### config.mk
export PLATFORM = sky130hd
export DESIGN_NAME = icache_fetch_ctrl_flat
export DESIGN_NICKNAME = d
export VERILOG_FILES = /design/src/rtl/icache_pkg.sv /design/src/rtl/icache_fetch_ctrl_if.sv /design/src/rtl/icache_line_store.sv /design/src/rtl/icache_fetch_ctrl.sv /design/src/flat_wrapper.sv
export SDC_FILE = /design/constraint.sdc
export NUM_CORES = 2
export LEC_CHECK = 0
export BUFFER_PORTS_ARGS = -buffer_cell sky130_fd_sc_hd__buf_4
export CAP_MARGIN = 20
export CORE_UTILIZATION = 60
export DETAILED_ROUTE_END_ITERATION = 16
export PLACE_DENSITY = 0.77
export SKIP_CTS_REPAIR_TIMING = 1
export SLEW_MARGIN = 20
export SYNTH_ARGS = -nofsm -noshare
export SYNTH_HDL_FRONTEND = slang
export SYNTH_SLANG_ARGS = --single-unit
### constraint.sdc
create_clock -name CLK -period 5.85 [get_ports CLK]
set_clock_uncertainty 0.15 [all_clocks]
set_input_delay 1.17 -clock CLK [delete_from_list [all_inputs] [get_ports CLK]]
set_output_delay 1.17 -clock CLK [all_outputs]
set_load 0.05 [all_outputs]
### src/rtl/icache_pkg.sv
// rtl/icache_pkg.sv - shared types, width helpers and constants for the instruction cache
package icache_pkg;

    typedef enum logic [1:0] {
        IDLE,
        FILL,
        COMMIT
    } fill_state_e;

    localparam logic [31:0] NOP_INSTR = 32'h00000013;

    function automatic int offset_width(input int words_per_line);
        return $clog2(words_per_line);
    endfunction

    function automatic int index_width(input int lines);
        return $clog2(lines);
    endfunction

    // Two low PC bits select a byte within the word and never reach the cache.
    function automatic int tag_width(input int lines, input int words_per_line);
        return 30 - offset_width(words_per_line) - index_width(lines);
    endfunction

endpackage

### src/rtl/icache_fetch_ctrl_if.sv
// rtl/icache_fetch_ctrl_if.sv - fetch-side and backing-memory signals of the instruction cache
// ICACHE_STATS_EN adds the HIT_CNT/MISS_CNT statistics outputs.
interface icache_fetch_ctrl_if;

    logic [31:0] PC;
    logic        RDEN;
    logic        FLUSH;
    logic [31:0] INSTR;
    logic        PC_STALL;
    logic        MEM_REQ;
    logic [31:0] MEM_ADDR;
    logic        MEM_ACK;
    logic [31:0] MEM_RDATA;
`ifdef ICACHE_STATS_EN
    logic [31:0] HIT_CNT;
    logic [31:0] MISS_CNT;
`endif

    modport slave (
        input  PC, RDEN, FLUSH, MEM_ACK, MEM_RDATA,
        output INSTR, PC_STALL, MEM_REQ, MEM_ADDR
`ifdef ICACHE_STATS_EN
        , output HIT_CNT, MISS_CNT
`endif
    );

    modport master (
        output PC, RDEN, FLUSH, MEM_ACK, MEM_RDATA,
        input  INSTR, PC_STALL, MEM_REQ, MEM_ADDR
`ifdef ICACHE_STATS_EN
        , input HIT_CNT, MISS_CNT
`endif
    );

endinterface

### src/rtl/icache_line_store.sv
// rtl/icache_line_store.sv - valid/tag/data arrays with a combinational read port and one write port
module icache_line_store
    import icache_pkg::*;
#(
    parameter int LINES          = 16,
    parameter int WORDS_PER_LINE = 4,
    localparam int OFF_W = offset_width(WORDS_PER_LINE),
    localparam int IDX_W = index_width(LINES),
    localparam int TAG_W = tag_width(LINES, WORDS_PER_LINE)
) (
    input  logic             clk,
    input  logic             rst,
    input  logic [IDX_W-1:0] rd_index,
    input  logic [OFF_W-1:0] rd_offset,
    output logic             rd_valid,
    output logic [TAG_W-1:0] rd_tag,
    output logic [31:0]      rd_data,
    input  logic             wr_word_en,
    input  logic [IDX_W-1:0] wr_index,
    input  logic [OFF_W-1:0] wr_offset,
    input  logic [31:0]      wr_data,
    input  logic             wr_tag_en,
    input  logic [TAG_W-1:0] wr_tag,
    input  logic             wr_valid_set,
    input  logic             flush_all
);

    logic [LINES-1:0] valid_q;
    logic [LINES-1:0] valid_d;
    logic [TAG_W-1:0] tag_mem  [LINES];
    logic [31:0]      data_mem [LINES*WORDS_PER_LINE];

    assign rd_valid = valid_q[rd_index];
    assign rd_tag   = tag_mem[rd_index];
    assign rd_data  = data_mem[{rd_index, rd_offset}];

    // Flush wins over a same-cycle valid set so a fence.i can never be undone by a commit.
    always_comb begin
        valid_d = valid_q;
        if (wr_valid_set) begin
            valid_d[wr_index] = 1'b1;
        end
        if (flush_all) begin
            valid_d = '0;
        end
    end

    always_ff @(posedge clk or posedge rst) begin
        if (rst) begin
            valid_q <= '0;
        end else begin
            valid_q <= valid_d;
        end
    end

    always_ff @(posedge clk) begin
        if (wr_word_en) begin
            data_mem[{wr_index, wr_offset}] <= wr_data;
        end
        if (wr_tag_en) begin
            tag_mem[wr_index] <= wr_tag;
        end
    end

endmodule

### src/rtl/icache_fetch_ctrl.sv
// rtl/icache_fetch_ctrl.sv - direct-mapped read-only instruction cache with whole-line refill
// ICACHE_STATS_EN adds saturating hit/miss counters.
module icache_fetch_ctrl
    import icache_pkg::*;
#(
    parameter int          LINES          = 16,
    parameter int          WORDS_PER_LINE = 4,
    parameter logic [31:0] RESET_INSTR    = NOP_INSTR
) (
    input logic               CLK,
    input logic               RST,
    icache_fetch_ctrl_if.slave bus
);

    localparam int OFF_W = offset_width(WORDS_PER_LINE);
    localparam int IDX_W = index_width(LINES);
    localparam int TAG_W = tag_width(LINES, WORDS_PER_LINE);
    localparam logic [OFF_W-1:0] LAST_WORD = OFF_W'(WORDS_PER_LINE - 1);

    fill_state_e      state_q, state_d;
    logic             mem_req_q, mem_req_d;
    logic [31:0]      mem_addr_q, mem_addr_d;
    logic [OFF_W-1:0] cnt_q, cnt_d;
    logic             abandon_q, abandon_d;
    logic [IDX_W-1:0] line_idx_q, line_idx_d;
    logic [TAG_W-1:0] line_tag_q, line_tag_d;

    logic [OFF_W-1:0] pc_off;
    logic [IDX_W-1:0] pc_idx;
    logic [TAG_W-1:0] pc_tag;
    logic             unused_pc_bits;

    logic             rd_valid;
    logic [TAG_W-1:0] rd_tag;
    logic [31:0]      rd_data;
    logic             hit;
    logic             ack;
    logic [OFF_W-1:0] cnt_inc;
    logic             word_we;
    logic             tag_we;
    logic             valid_set;

    assign pc_off         = bus.PC[OFF_W+1:2];
    assign pc_idx         = bus.PC[OFF_W+IDX_W+1:OFF_W+2];
    assign pc_tag         = bus.PC[31:OFF_W+IDX_W+2];
    assign unused_pc_bits = ^bus.PC[1:0];

    icache_line_store #(
        .LINES          (LINES),
        .WORDS_PER_LINE (WORDS_PER_LINE)
    ) u_store (
        .clk          (CLK),
        .rst          (RST),
        .rd_index     (pc_idx),
        .rd_offset    (pc_off),
        .rd_valid     (rd_valid),
        .rd_tag       (rd_tag),
        .rd_data      (rd_data),
        .wr_word_en   (word_we),
        .wr_index     (line_idx_q),
        .wr_offset    (cnt_q),
        .wr_data      (bus.MEM_RDATA),
        .wr_tag_en    (tag_we),
        .wr_tag       (line_tag_q),
        .wr_valid_set (valid_set),
        .flush_all    (bus.FLUSH)
    );

    assign hit     = bus.RDEN & rd_valid & (rd_tag == pc_tag) & (state_q == IDLE);
    assign ack     = bus.MEM_ACK & mem_req_q;
    assign cnt_inc = cnt_q + OFF_W'(1);

    // Stall is masked during reset so the fetch stage sees a quiet cache while RST is held.
    assign bus.INSTR    = hit ? rd_data : RESET_INSTR;
    assign bus.PC_STALL = bus.RDEN & ~hit & ~RST;
    assign bus.MEM_REQ  = mem_req_q;
    assign bus.MEM_ADDR = mem_addr_q;

    always_comb begin
        state_d    = state_q;
        mem_req_d  = mem_req_q;
        mem_addr_d = mem_addr_q;
        cnt_d      = cnt_q;
        abandon_d  = abandon_q;
        line_idx_d = line_idx_q;
        line_tag_d = line_tag_q;
        word_we    = 1'b0;
        tag_we     = 1'b0;
        valid_set  = 1'b0;
        case (state_q)
            IDLE: begin
                if (bus.RDEN && !hit) begin
                    state_d    = FILL;
                    line_idx_d = pc_idx;
                    line_tag_d = pc_tag;
                    cnt_d      = '0;
                    abandon_d  = 1'b0;
                    mem_req_d  = 1'b1;
                    mem_addr_d = {pc_tag, pc_idx, {OFF_W{1'b0}}, 2'b00};
                end
            end
            FILL: begin
                if (bus.FLUSH) begin
                    abandon_d = 1'b1;
                end
                if (ack) begin
                    word_we = 1'b1;
                    cnt_d   = cnt_inc;
                    if (cnt_q == LAST_WORD) begin
                        mem_req_d = 1'b0;
                        state_d   = COMMIT;
                    end else begin
                        mem_addr_d = {line_tag_q, line_idx_q, cnt_inc, 2'b00};
                    end
                end
            end
            COMMIT: begin
                tag_we    = 1'b1;
                valid_set = ~abandon_q & ~bus.FLUSH;
                state_d   = IDLE;
            end
            default: begin
                state_d   = IDLE;
                mem_req_d = 1'b0;
            end
        endcase
    end

    always_ff @(posedge CLK or posedge RST) begin
        if (RST) begin
            state_q    <= IDLE;
            mem_req_q  <= 1'b0;
            mem_addr_q <= '0;
            cnt_q      <= '0;
            abandon_q  <= 1'b0;
            line_idx_q <= '0;
            line_tag_q <= '0;
        end else begin
            state_q    <= state_d;
            mem_req_q  <= mem_req_d;
            mem_addr_q <= mem_addr_d;
            cnt_q      <= cnt_d;
            abandon_q  <= abandon_d;
            line_idx_q <= line_idx_d;
            line_tag_q <= line_tag_d;
        end
    end

`ifdef ICACHE_STATS_EN
    logic [31:0] hit_cnt_q, hit_cnt_d;
    logic [31:0] miss_cnt_q, miss_cnt_d;

    always_comb begin
        hit_cnt_d  = hit_cnt_q;
        miss_cnt_d = miss_cnt_q;
        if (hit && !bus.PC_STALL && hit_cnt_q != 32'hFFFF_FFFF) begin
            hit_cnt_d = hit_cnt_q + 32'd1;
        end
        if (state_q == IDLE && state_d == FILL && miss_cnt_q != 32'hFFFF_FFFF) begin
            miss_cnt_d = miss_cnt_q + 32'd1;
        end
    end

    always_ff @(posedge CLK or posedge RST) begin
        if (RST) begin
            hit_cnt_q  <= '0;
            miss_cnt_q <= '0;
        end else begin
            hit_cnt_q  <= hit_cnt_d;
            miss_cnt_q <= miss_cnt_d;
        end
    end

    assign bus.HIT_CNT  = hit_cnt_q;
    assign bus.MISS_CNT = miss_cnt_q;
`endif

endmodule

### src/flat_wrapper.sv
// flat-port wrapper written by rule: the top's interface ports become plain ports
module icache_fetch_ctrl_flat import icache_pkg::*;
#(
    parameter int          LINES          = 16,
    parameter int          WORDS_PER_LINE = 4,
    parameter logic [31:0] RESET_INSTR    = NOP_INSTR
)
  (CLK, RST, bus_PC, bus_RDEN, bus_FLUSH, bus_MEM_ACK, bus_MEM_RDATA, bus_INSTR, bus_PC_STALL, bus_MEM_REQ, bus_MEM_ADDR);
  icache_fetch_ctrl_if bus_i ();
  input logic CLK;
  input logic RST;
  input wire logic [$bits(bus_i.PC)-1:0] bus_PC;
  input wire logic [$bits(bus_i.RDEN)-1:0] bus_RDEN;
  input wire logic [$bits(bus_i.FLUSH)-1:0] bus_FLUSH;
  input wire logic [$bits(bus_i.MEM_ACK)-1:0] bus_MEM_ACK;
  input wire logic [$bits(bus_i.MEM_RDATA)-1:0] bus_MEM_RDATA;
  output wire logic [$bits(bus_i.INSTR)-1:0] bus_INSTR;
  output wire logic [$bits(bus_i.PC_STALL)-1:0] bus_PC_STALL;
  output wire logic [$bits(bus_i.MEM_REQ)-1:0] bus_MEM_REQ;
  output wire logic [$bits(bus_i.MEM_ADDR)-1:0] bus_MEM_ADDR;
  assign bus_i.PC = bus_PC;
  assign bus_i.RDEN = bus_RDEN;
  assign bus_i.FLUSH = bus_FLUSH;
  assign bus_i.MEM_ACK = bus_MEM_ACK;
  assign bus_i.MEM_RDATA = bus_MEM_RDATA;
  assign bus_INSTR = bus_i.INSTR;
  assign bus_PC_STALL = bus_i.PC_STALL;
  assign bus_MEM_REQ = bus_i.MEM_REQ;
  assign bus_MEM_ADDR = bus_i.MEM_ADDR;
  icache_fetch_ctrl #(.LINES(LINES), .WORDS_PER_LINE(WORDS_PER_LINE), .RESET_INSTR(RESET_INSTR)) u_core (.CLK(CLK), .RST(RST), .bus(bus_i));
endmodule
### Word level (Yosys, flattened, before mapping)

Memory sizes are Yosys's and may differ from the RTL's.
Index checks and enable logic that the tools add are counted.
Widths: inputs -> output; s select.

| storage, ports and cells | value |
|---|---|
| bits in registers | 82 |
| latch bits | 0 |
| memory bits (writable) | 2432 |
| bits in read-only memories | 0 |
| input port bits | 69 |
| output and inout port bits | 66 |
| word-level logic and storage cells | 81 |
| memories kept | 2 |

Memories:

| memory | depth | width | rd ports | clocked after memory_dff | wr ports | line | source |
|---|---|---|---|---|---|---|---|
| u_core.u_store.data_mem | 64 | 32 | 1 | 0 | 1 | icache_line_store.sv:31 | `logic [31:0] data_mem [LINES*WORDS_PER_LINE];` |
| u_core.u_store.tag_mem | 16 | 24 | 1 | 0 | 1 | icache_line_store.sv:30 | `logic [TAG_W-1:0] tag_mem [LINES];` |

| cells by class | value |
|---|---|
| add/subtract/negate cells | 1 |
| multipliers | 0 |
| div/mod/pow operators | 0 |
| order comparisons | 3 |
| eq/ne operators | 9 |
| shift-type cells | 0 |
| muxes and demuxes | 33 |
| bitwise operators | 13 |
| reductions and logical operators | 12 |

Operators by type and width:

| cell | count |
|---|---|
| $mux 32 | 4 |
| $pmux 32 s2 | 1 |
| $mux 16 | 2 |
| $eq 24x24->1 | 1 |
| $or 16x16->16 | 1 |
| $mux 1 | 15 |
| $lt 4x5->1 const B | 2 |
| $mux 2 | 5 |
| $reduce_and 3->1 | 3 |
| $pmux 2 s2 | 2 |
| $reduce_and 4->1 | 2 |
| $and 1x1->1 | 7 |
| $ne 2x2->1 const B | 3 |
| $not 1->1 | 5 |
| $bmux 1 s4 | 1 |
| $demux 1 s4 | 1 |
| $eq 2x2->1 const B | 2 |
| $ge 4x1->1 const B | 1 |
| $ne 2x1->1 const B | 2 |
| $reduce_bool 2->1 | 2 |
| $pmux 1 s3 | 1 |
| $add 2x1->2 const B | 1 |
| $eq 2x1->1 const B | 1 |
| $logic_and 1x1->1 | 2 |
| other kinds (4) | 4 |

### Logic depth before layout (Yosys ltp)

| logic depth | value |
|---|---|
| depth after elaboration | 9 |
| depth in mapped cells | 13 |
| gate-level depth less buffers | 8 |

### Modules after synthesis

From an unflattened synthesis, not the netlist that was laid out.

| unflattened totals | value |
|---|---|
| cells, all modules | 4331 |
| area total of the unflattened synthesis | 96985.5 um^2 |

Modules (own cells, without submodules):

| module | instances | cells each | area an instance (um^2) | seq. area each (um^2) |
|---|---|---|---|---|
| icache_line_store | 1 | 3992 | 93409.6 | 73430.4 |
| icache_fetch_ctrl | 1 | 339 | 3575.9 | 1601.5 |

### Worst setup path after synthesis

No wires, ideal clock.

| timing path | value |
|---|---|
| path kind | input port to output port |
| start | input bus_PC[4] |
| end | output bus_INSTR[14] |
| arrival | 5027 ps |
| required time | 4530 ps |
| setup slack | -497 ps |
| cell stages on the path | 12 |
| buffers on the path | 4 |
| cells stage by stage | buf_2 > buf_4 > buf_2 > mux4_2 > mux2i_1 > xnor2_1 > o221ai_1 > o22a_1 > nor4b_4 > nand2_1 > clkbuf_1 > a211oi_1 |

| between the ends | value |
|---|---|
| cells in the longest elaborated chain, start to end | 6 |
| elaborated cells between the ends (all ways) | 9 |
| classes of those cells | 1 x eq/ne; 3 x mux; 3 x bitwise; 2 x memory |

RTL lines:

| what | line | source |
|---|---|---|
| start: declaration | flat_wrapper.sv:12 | `input wire logic [$bits(bus_i.PC)-1:0] bus_PC;` |
| parallel branches: the longest is 5 deep, another holds $mem_v2 16x24 | - |  |
| $mux 32 * | icache_fetch_ctrl.sv:74 | `assign bus.INSTR = hit ? rd_data : RESET_INSTR;` |
| end: declaration | flat_wrapper.sv:17 | `output wire logic [$bits(bus_i.INSTR)-1:0] bus_INSTR;` |

Mark *: on every way between the ends. The select of a mux whose other input is x is not followed.

### Final worst setup path

| timing path | value |
|---|---|
| start | input bus_PC[2] |
| end | output bus_INSTR[0] |

| between the ends | value |
|---|---|
| cells in the longest elaborated chain, start to end | 2 |

RTL lines:

| what | line |
|---|---|
| $mem_v2 64x32 | - |
| $mux 32 | icache_fetch_ctrl.sv:74 |

Every way passes these cells.

==> results.cfg <==
[outcome]
status = finished, final reports clean

[cts]
cts.reportedPaths.clkPinSlew_ns = 0.06
cts_buffers = 232
clk_path_buf_depth = 3
clk_latency_ns = 0.86
cts_tree = done
root_buffer = clkbuf_16
htreeDepth = 4
cts.sinks = 2512

[sta]
drv_slew = 0
relSlewSlack_pct = 23.15
period_share_pct = 99.66
final_hold_viol_count = 0
tightest_slew_ns = 1.150
fmax_mhz = 171.5
hold_ws_ns = 0.1945
setup_viol = 0
post-route-min-period_ns = 5.830

[final_layout]
utilization_pct = 69.26
area_growth_pct = 14.01
multi_input_area_sq_um = 21420
seq_area_sq_um = 75030
fin_nets = 4468
fillCellCount = 8891
drive_gt1_share_pct = 35.15
postLayoutCellArea_sq_um = 110200

[placement]
placed_area_sq_um = 102500
gp_congestion = 0.8009
io_buffer_count = 130
dpl.hpwl_um = 128200

[grt]
antenna_found_initial = 6
grt_pass1_wl_um = 352400
overflow = 0
grt_start_max_net_pins = 74
grt_use_total_pct = 31.20
grt_pass1_vias = 47880

[worst_setup_path]
crit_chain = buf_8, buf_12, buf_12, mux4_2, mux4_2, mux2_2, o21ai_0, nand3_1, buf_4, buf_4
worstPathRequired_ns = 4.53
max_stage_delay_ns = 0.56
startpoint_type = input port
arrival_ns = 4.51
critical_path_class = in2out
cp-end-kind = output port
cp_slowest_cell = mux4_2
crit_fanout = 17
cp_top_family = multiplexers
reg2reg_slack_ns = 2.01
path_buf_inv = 5

[die]
dieArea_sq_um = 162700
die_w_um = 403.4
core_area_sq_um = 159100
row_count = 146
initial_core_util_pct = 60.75
io_pins = 135
die_y_um = 403.4

[synth]
synthTopCellsByCount = edfxtp_1, mux4_2, clkbuf_1
yosysWarningCount = 0
synth_edf_count = 2432
ys_seq_area_share_pct = 77.63
ys.flop_type = edfxtp_1
syn_area_per_cell_sq_um = 24.14
synth_area_leaders = edfxtp_1, mux4_2, dfrtp_1, mux2i_1, clkbuf_1
yosys.area.top_type_share_pct = 75.56
synth_top_area_cell = edfxtp_1
ys_ff_latch = 2512
synth.cell_area_sq_um = 96660
synth.most_common_cell = edfxtp_1
postSynth.asyncResetShare_pct = 3.185
ys_types = 62
syn-instance-count = 4004

[drt]
ant_nets = 0
post_drt_via_cell_ratio = 6.987
routedWlPerCell_um = 37.12
drtIter0Drc = 6576
vias = 47180
wl_um = 250700
drc = 0
first_pass_iters = 6

[run]
maxCapViolations = 0

[power_and_ir_drop]
vdd_drop_max_mv = 0.4022
p_leak_uw = 0.03504
power_density_nw_per_um2 = 361.9

[hold_path]
hp-class = in2async
[state kept, by name (all words and copies together) (netlist names)]
name	count
u_core.u_store.tag_mem	384
u_core.line_tag_q	24
u_core.bus.MEM_REQ	1
u_core.abandon_q	1
u_core.u_store.valid_q	16
u_core.state_q	2
u_core.cnt_q	2
u_core.u_store.data_mem	2048
u_core.line_idx_q	4
u_core.bus.MEM_ADDR	30
[final timing paths]
| path | start | endpoint | cells after the start |
|---|---|---|---|
| min reg2reg | u_core.bus.MEM_ADDR[22]$_DFFE_PP0P_ | u_core.bus.MEM_ADDR[22]$_DFFE_PP0P_ | 1 |
| max | bus_PC[2] | bus_INSTR[0] | 10 |
| max in group asynchronous | RST | u_core.line_tag_q[22]$_DFFE_PP0P_ | 3 |
| min in group CLK | u_core.bus.MEM_ADDR[22]$_DFFE_PP0P_ | u_core.bus.MEM_ADDR[22]$_DFFE_PP0P_ | 1 |
| max reg2reg | u_core.u_store.tag_mem[7][5]$_DFFE_PP_ | u_core.line_idx_q[0]$_DFFE_PP0P_ | 11 |
| min | RST | u_core.bus.MEM_ADDR[28]$_DFFE_PP0P_ | 2 |
[area by class of cell]
cell class / count / area share [%]
well taps: 2146 / 2.437
multi-input cells: 1271 / 19.44
clock inverters: 150 / 1.214
flip-flops and latches: 2512 / 68.09
diodes: 4 / 0.009083
clock buffers: 289 / 5.499
inverters: 8 / 0.02838
repair buffers: 373 / 3.290
[cells by family (layout without fill, tap and decap cells)]
group	Yosys count	after routing	synth area share [%]
XOR/XNOR	31	31	0.2809
AND/OR/NAND/NOR	233	233	1.156
adder cells (fa/ha/maj)	1	1	0.01294
AO/OA/AOI/OAI	95	95	0.6939
other	1	6	0.003880
buffers and inverters	222	820	0.9618
flip-flops	2512	2512	77.63
multiplexers	909	909	19.26
[power by group]
part           total [uW]  internal (uW)  switching (uW)
clock network       14800           8010            6770
registers           21300          20700             647
logic                3750           1460            2300
total               39900          30200            9720
[placed cells by master, fill, tap and decap left out, types with 8 or more instances in the layout]
cell,netlist,routed
mux2i_1,74,73
a211oi_2,0,8
edfxtp_1,2432,2432
nor2_4,0,81
a21oi_1,23,22
buf_4,7,301
buf_12,0,53
nand2_1,30,28
mux4_2,746,746
clkbuf_16,0,232
buf_6,3,8
nor2b_1,19,19
clkbuf_1,150,53
and3_1,23,23
mux2_2,46,46
xnor2_1,18,16
xor2_1,13,13
a22oi_1,8,8
a211oi_1,23,13
clkinvlp_4,0,12
nand3_1,13,13
o21ai_0,13,12
dfrtp_1,80,80
mux2_4,20,20
clkinv_1,0,64
bufinv_16,0,14
nor2_1,117,36
mux2_1,23,23
clkinv_16,0,8
clkinv_2,0,42
[per-stage QoR]
step / std cells / power [uW] / setup TNS [ns] / setup WS, ns
3_5_place_dp: 6298 / 25350 / -3.454 / -0.2265
6_report: 6753 / 39880 / 0 / 0.01986
2_1_floorplan: 4005 / 23630 / -1.175 / -0.1175
5_1_grt: 6749 / 40790 / -0.04122 / -0.02537
4_1_cts: 6737 / 39900 / -6.673 / -0.3530
3_3_place_gp: 6296 / 25190 / -5.046 / -0.2797
[routing by layer]
layer	wire length [um]	track usage, %
met1	85800	41.10
met2	126300	51.71
met3	28130	6.662
met4	10440	11.95
met5	18	0
Note: power is estimated with default switching activity, not from simulation.
